[config.mk]
export PLATFORM = sky130hd
export DESIGN_NAME = enigma_step_ctrl_flat
export DESIGN_NICKNAME = d
export VERILOG_FILES = /design/src/rtl/enigma_step_ctrl_if.sv /design/src/rtl/enigma_step_ctrl.sv /design/src/flat_wrapper.sv
export SDC_FILE = /design/constraint.sdc
export NUM_CORES = 1
export LEC_CHECK = 0
export ABC_AREA = 1
export CORE_AREA = 4 4 80 82
export CTS_CLUSTER_DIAMETER = 120
export DETAILED_ROUTE_END_ITERATION = 8
export DIE_AREA = 0 0 84 86
export PLACE_DENSITY_LB_ADDON = 0.1
export SLEW_MARGIN = 20
export SYNTH_ARGS = -nofsm -noshare
export SYNTH_HDL_FRONTEND = slang
export SYNTH_SLANG_ARGS = --single-unit
[constraint.sdc]
create_clock -name clk -period 1.9 [get_ports clk]
set_clock_uncertainty 0.15 [all_clocks]
set_input_delay 0.38 -clock clk [delete_from_list [all_inputs] [get_ports clk]]
set_output_delay 0.38 -clock clk [all_outputs]
set_load 0.05 [all_outputs]
[src/rtl/enigma_step_ctrl_if.sv]
// Handshake bundle for the Enigma step controller:
// rotor config load, letter input and result output.
interface enigma_step_ctrl_if;
  logic       cfg_valid;
  logic [4:0] cfg_pos0;
  logic [4:0] cfg_pos1;
  logic [4:0] cfg_pos2;
  logic       cfg_ready;
  logic       in_valid;
  logic [4:0] in_char;
  logic       in_ready;
  logic       out_valid;
  logic [4:0] out_char;
  logic       out_ready;

  modport master (
    output cfg_valid, cfg_pos0, cfg_pos1, cfg_pos2,
    output in_valid, in_char, out_ready,
    input  cfg_ready, in_ready, out_valid, out_char
  );

  modport slave (
    input  cfg_valid, cfg_pos0, cfg_pos1, cfg_pos2,
    input  in_valid, in_char, out_ready,
    output cfg_ready, in_ready, out_valid, out_char
  );
endinterface

[src/rtl/enigma_step_ctrl.sv]
// Enigma rotor stepping and sequencing controller:
// notch/double-step advance, settle wait, result handshake.
module enigma_step_ctrl #(
  parameter int NOTCH0        = 16,
  parameter int NOTCH1        = 4,
  parameter int SETTLE_CYCLES = 2
) (
  input  logic               clk,
  input  logic               rst_n,
  enigma_step_ctrl_if.slave  bus,
  output logic [4:0]         pos0,
  output logic [4:0]         pos1,
  output logic [4:0]         pos2,
  output logic [4:0]         dp_char,
  input  logic [4:0]         dp_result,
  output logic               err,
  output logic               busy
);

  typedef enum logic [1:0] {
    S_IDLE,
    S_STEP,
    S_SETTLE,
    S_OUTPUT
  } state_t;

  localparam int CW =
    (SETTLE_CYCLES > 1) ? $clog2(SETTLE_CYCLES) : 1;
  localparam logic [CW-1:0] CNT_LAST =
    CW'(SETTLE_CYCLES - 1);
  localparam logic [4:0] N0 = 5'(NOTCH0);
  localparam logic [4:0] N1 = 5'(NOTCH1);

  state_t        r_state;
  logic [4:0]    r_pos0;
  logic [4:0]    r_pos1;
  logic [4:0]    r_pos2;
  logic [4:0]    r_dp_char;
  logic [4:0]    r_out_char;
  logic          r_out_valid;
  logic          r_err;
  logic [CW-1:0] r_cnt;

  logic w_idle;
  logic w_cfg_ok;
  logic w_in_ok;

  // Mod-26 advance that never forms a value above 25.
  function automatic logic [4:0] inc26(
    input logic [4:0] p
  );
    return (p == 5'd25) ? 5'd0 : p + 5'd1;
  endfunction

  assign w_idle   = (r_state == S_IDLE);
  assign w_cfg_ok = (bus.cfg_pos0 <= 5'd25) &&
                    (bus.cfg_pos1 <= 5'd25) &&
                    (bus.cfg_pos2 <= 5'd25);
  assign w_in_ok  = (bus.in_char <= 5'd25);

  assign bus.cfg_ready = w_idle;
  assign bus.in_ready  = w_idle && !bus.cfg_valid;
  assign bus.out_valid = r_out_valid;
  assign bus.out_char  = r_out_char;

  assign pos0    = r_pos0;
  assign pos1    = r_pos1;
  assign pos2    = r_pos2;
  assign dp_char = r_dp_char;
  assign err     = r_err;
  assign busy    = !w_idle;

  // Sequencer: accept, step on old positions, settle,
  // capture the chain result, hold until taken.
  always_ff @(posedge clk or negedge rst_n) begin
    if (!rst_n) begin
      r_state     <= S_IDLE;
      r_pos0      <= '0;
      r_pos1      <= '0;
      r_pos2      <= '0;
      r_dp_char   <= '0;
      r_out_char  <= '0;
      r_out_valid <= 1'b0;
      r_err       <= 1'b0;
      r_cnt       <= '0;
    end else begin
      r_err <= 1'b0;
      case (r_state)
        S_IDLE: begin
          if (bus.cfg_valid) begin
            if (w_cfg_ok) begin
              r_pos0 <= bus.cfg_pos0;
              r_pos1 <= bus.cfg_pos1;
              r_pos2 <= bus.cfg_pos2;
            end else begin
              r_err <= 1'b1;
            end
          end else if (bus.in_valid) begin
            if (w_in_ok) begin
              r_dp_char <= bus.in_char;
              r_state   <= S_STEP;
            end else begin
              r_err <= 1'b1;
            end
          end
        end
        S_STEP: begin
          r_pos0 <= inc26(r_pos0);
          if (r_pos1 == N1) begin
            r_pos1 <= inc26(r_pos1);
            r_pos2 <= inc26(r_pos2);
          end else if (r_pos0 == N0) begin
            r_pos1 <= inc26(r_pos1);
          end
          r_cnt   <= '0;
          r_state <= S_SETTLE;
        end
        S_SETTLE: begin
          if (r_cnt == CNT_LAST) begin
            r_out_char  <= dp_result;
            r_out_valid <= 1'b1;
            r_state     <= S_OUTPUT;
          end else begin
            r_cnt <= r_cnt + CW'(1);
          end
        end
        S_OUTPUT: begin
          if (bus.out_ready) begin
            r_out_valid <= 1'b0;
            r_state     <= S_IDLE;
          end
        end
        default: r_state <= S_IDLE;
      endcase
    end
  end

endmodule

[src/flat_wrapper.sv]
// flat-port wrapper written by rule: the top's interface ports become plain ports
module enigma_step_ctrl_flat 
#(
  parameter int NOTCH0        = 16,
  parameter int NOTCH1        = 4,
  parameter int SETTLE_CYCLES = 2
)
  (clk, rst_n, pos0, pos1, pos2, dp_char, dp_result, err, busy, bus_cfg_valid, bus_cfg_pos0, bus_cfg_pos1, bus_cfg_pos2, bus_in_valid, bus_in_char, bus_out_ready, bus_cfg_ready, bus_in_ready, bus_out_valid, bus_out_char);
  enigma_step_ctrl_if bus_i ();
  input  logic clk;
  input  logic rst_n;
  output logic [4:0] pos0;
  output logic [4:0] pos1;
  output logic [4:0] pos2;
  output logic [4:0] dp_char;
  input  logic [4:0] dp_result;
  output logic err;
  output logic busy;
  input wire logic [$bits(bus_i.cfg_valid)-1:0] bus_cfg_valid;
  input wire logic [$bits(bus_i.cfg_pos0)-1:0] bus_cfg_pos0;
  input wire logic [$bits(bus_i.cfg_pos1)-1:0] bus_cfg_pos1;
  input wire logic [$bits(bus_i.cfg_pos2)-1:0] bus_cfg_pos2;
  input wire logic [$bits(bus_i.in_valid)-1:0] bus_in_valid;
  input wire logic [$bits(bus_i.in_char)-1:0] bus_in_char;
  input wire logic [$bits(bus_i.out_ready)-1:0] bus_out_ready;
  output wire logic [$bits(bus_i.cfg_ready)-1:0] bus_cfg_ready;
  output wire logic [$bits(bus_i.in_ready)-1:0] bus_in_ready;
  output wire logic [$bits(bus_i.out_valid)-1:0] bus_out_valid;
  output wire logic [$bits(bus_i.out_char)-1:0] bus_out_char;
  assign bus_i.cfg_valid = bus_cfg_valid;
  assign bus_i.cfg_pos0 = bus_cfg_pos0;
  assign bus_i.cfg_pos1 = bus_cfg_pos1;
  assign bus_i.cfg_pos2 = bus_cfg_pos2;
  assign bus_i.in_valid = bus_in_valid;
  assign bus_i.in_char = bus_in_char;
  assign bus_i.out_ready = bus_out_ready;
  assign bus_cfg_ready = bus_i.cfg_ready;
  assign bus_in_ready = bus_i.in_ready;
  assign bus_out_valid = bus_i.out_valid;
  assign bus_out_char = bus_i.out_char;
  enigma_step_ctrl #(.NOTCH0(NOTCH0), .NOTCH1(NOTCH1), .SETTLE_CYCLES(SETTLE_CYCLES)) u_core (.clk(clk), .rst_n(rst_n), .bus(bus_i), .pos0(pos0), .pos1(pos1), .pos2(pos2), .dp_char(dp_char), .dp_result(dp_result), .err(err), .busy(busy));
endmodule
==> flow_metrics.py <==
metrics = {
    "outcome": {
        "status": "finished clean",
    },
    "route": {
        "wl_per_cell_um": 11.9,
        "first_pass_iters": 4,
        "via_count": 1852,
        "drcViolationCount": 0,
        "ant_nets": 0,
        "vias_per_cell": 4.55,
        "drt_iter0_markers": 61,
        "drt-total-wl_mm": 4.83,
    },
    "clocking": {
        "cts_sinks": 30,
        "cts_max_level": 2,
        "cts-buffers-inserted": 5,
        "root_buffer": "clkbuf_8",
        "clock_latency_ps": 280,
        "clkTransAtPathRegs_ps": 70,
        "ctsHoldBuffers": 0,
        "cts_tree": "built",
        "cts_max_path_buffers": 2,
    },
    "logic_synthesis": {
        "postSynthCellCount": 264,
        "synth_top_area_share": 0.383,
        "mappedNetlistArea_um2": 1960,
        "synth_cell_types": 25,
        "synth_warnings": 0,
        "synth_seq_cells": 30,
        "yosys.area.top_type": "dfrtp_1",
        "synth-seq-area-share": 0.383,
        "syn-mean-instance-area_um2": 7.43,
        "synth_area_leaders": "dfrtp_1 38%, nand2_1 18%, ha_1 7.7%",
        "syn_nets": 306,
    },
    "floorplan": {
        "start_util": 0.341,
        "row_count": 28,
        "ios": 60,
        "die-area_um2": 7220,
        "die_x_um": 84,
        "core_area_um2": 5750,
        "die_y_um": 86,
    },
    "timing": {
        "fmax_mhz": 547,
        "fin_hold_ws_ps": 342,
        "max_slew.worst_pin.slew_ps": 437,
        "fin_setup_tns_ps": 0,
        "period_needed_ps": 1830,
        "setup-violations-final": 0,
        "final_hold_viol_count": 0,
        "min_period_over_period": 0.962,
        "drv_slew": 0,
        "fin_ws_ps": 71.3,
        "rsz0062_at_grt": "false",
        "slew_headroom": 0.708,
    },
    "global_routing": {
        "grt_overflow": 0,
        "grt_pass1_wl_mm": 7.96,
        "grt_start_max_net_pins": 31,
        "antenna_found_initial": 0,
        "grt_use_total": 0.138,
        "grt_pass1_vias": 1756,
    },
    "power": {
        "p_per_area_nw_per_um2": 1920,
        "ir_worst_vdd_v": 0.00118,
        "leakage_nw": 1.47,
    },
    "finish": {
        "nets": 373,
        "num_antenna_cells": 0,
        "stdcell_area_um2": 2860,
        "drive_gt1_frac": 0.190,
        "area_growth_pct": 45.8,
    },
    "worst_setup_path": {
        "r2r_start": "u_core.r_state[1]",
        "r2r_slack_ps": 190,
        "critPathLaunch": "u_core.r_state[0]",
        "crit_path_max_fanout": 3,
        "criticalPathCategory": "register to output port",
        "crit_required_ps": 1370,
        "reg2reg_to": "u_core.pos2[1]",
        "critPathCapture": "bus_in_ready",
        "end_kind": "output port",
        "start_kind": "register",
        "arrival_ps": 1300,
        "rr_worst_depth": 7,
    },
    "placement": {
        "gp_congestion": 0.817,
        "dp_hpwl_mm": 3.84,
        "pre_cts_ws_ps": -35.0,
        "placed_area_um2": 2730,
        "io_buffer_count": 59,
    },
    "hold_path": {
        "hold_path.class": "input pin to async pin",
    },
    "flow_run": {
        "maxCapViolCount": 0,
    },
}
==> layer usage <==
metal | track usage | wire [um] | vias to the layer above
met5 | 0 | 0 | -
met1 | 0.170 | 2170 | 821
met2 | 0.231 | 2320 | 51
met4 | 0.0541 | 75 | 0
li1 | - | - | 973
met3 | 0.0336 | 262 | 7
==> cell type report <==
class                      count  area [um2]
clock inverter                 2        37.5
timing repair buffer          66         731
fill                         599        2890
clock buffer                   6        72.6
inverter                      38         145
multi-input combinational    190        1030
sequential                    30         751
tap                           75        93.8
==> placed cells by master, fill, tap and decap left out, types with 9 or more instances in the layout <==
cell	count
nand4_1	11
inv_1	34
buf_12	13
nor2_1	9
o21ai_0	18
nand3_1	23
nand2_1	94
clkdlybuf4s50_1	29
dfrtp_1	30
buf_4	24
ha_1	11
==> Yosys cell counts <==
cell type / instances
nor3_1: 1
buf_8: 1
inv_1: 36
nand3_2: 4
xnor2_1: 3
nor2_1: 9
buf_2: 2
o21ai_1: 1
xor2_1: 1
nor2_2: 1
o21ai_0: 18
nor2_4: 1
buf_6: 1
inv_2: 2
buf_4: 2
nand2_1: 94
nand2_4: 2
o22ai_1: 2
nand3_1: 23
nand2_2: 1
a21oi_1: 1
mux2_2: 5
dfrtp_1: 30
ha_1: 12
nand4_1: 11
==> critical path, cell delays in order (launching register included) <==
cell and delay [ps]:
dfrtp_1 410, inv_2 100, ha_4 150, inv_4 50, nor2_4 160, buf_12 150
==> kinds of logic (layout without fill, tap and decap cells) <==
family | Yosys count | in the layout | share of synthesized area
adders and majority gates | 12 | 12 | 0.0766
DFF | 30 | 30 | 0.383
AOI/OAI and AO/OA | 22 | 22 | 0.0574
and+or+nand+nor | 147 | 147 | 0.338
xor gates and xnor gates | 4 | 4 | 0.0179
buffers and inverters | 44 | 112 | 0.0989
muxes | 5 | 5 | 0.0287
==> timing repair <==
item,CTS,global route
gates resized for setup,2,0
cloned,0,0
endpoints found under the setup margin,1,1
hold endpoints to repair,0,0
setup buffers,1,1
==> where the power goes <==
part           internal [mW]  switching [mW]
combinational           1.38            2.19
clock                  0.391           0.237
sequential             0.936           0.359
total                   2.71            2.79
==> stage by stage <==
stage / cells / utilization / power (mW)
4_1_cts: 406 / 0.496 / 5.55
6_report: 407 / 0.498 / 5.50
5_1_grt: 407 / 0.498 / 5.91
3_3_place_gp: 397 / 0.476 / 4.86
2_1_floorplan: 264 / - / 3.59
3_5_place_dp: 397 / 0.476 / 4.88
==> state kept, by name, indices dropped and copies added, names as in the netlist <==
signal	cells
u_core.r_cnt	1
u_core.bus.out_valid	1
u_core.err	1
u_core.r_state	2
u_core.bus.out_char	5
u_core.pos0	5
u_core.pos1	5
u_core.pos2	5
u_core.dp_char	5
==> worst min-delay path by stage <==
stage / from / end / depth (start not counted) / slack, ps
2_1_floorplan: rst_n / u_core.bus.out_char[0] / 0 / -70
3_3_place_gp: u_core.dp_char[2] / u_core.dp_char[2] / 2 / 320
3_5_place_dp: u_core.dp_char[4] / u_core.dp_char[4] / 2 / 330
4_1_cts: u_core.dp_char[0] / u_core.dp_char[0] / 2 / 350
5_1_grt: u_core.dp_char[4] / u_core.dp_char[4] / 2 / 370
6_report: rst_n / u_core.pos0[0] / 2 / 340
(Power assumes the default switching activity.)
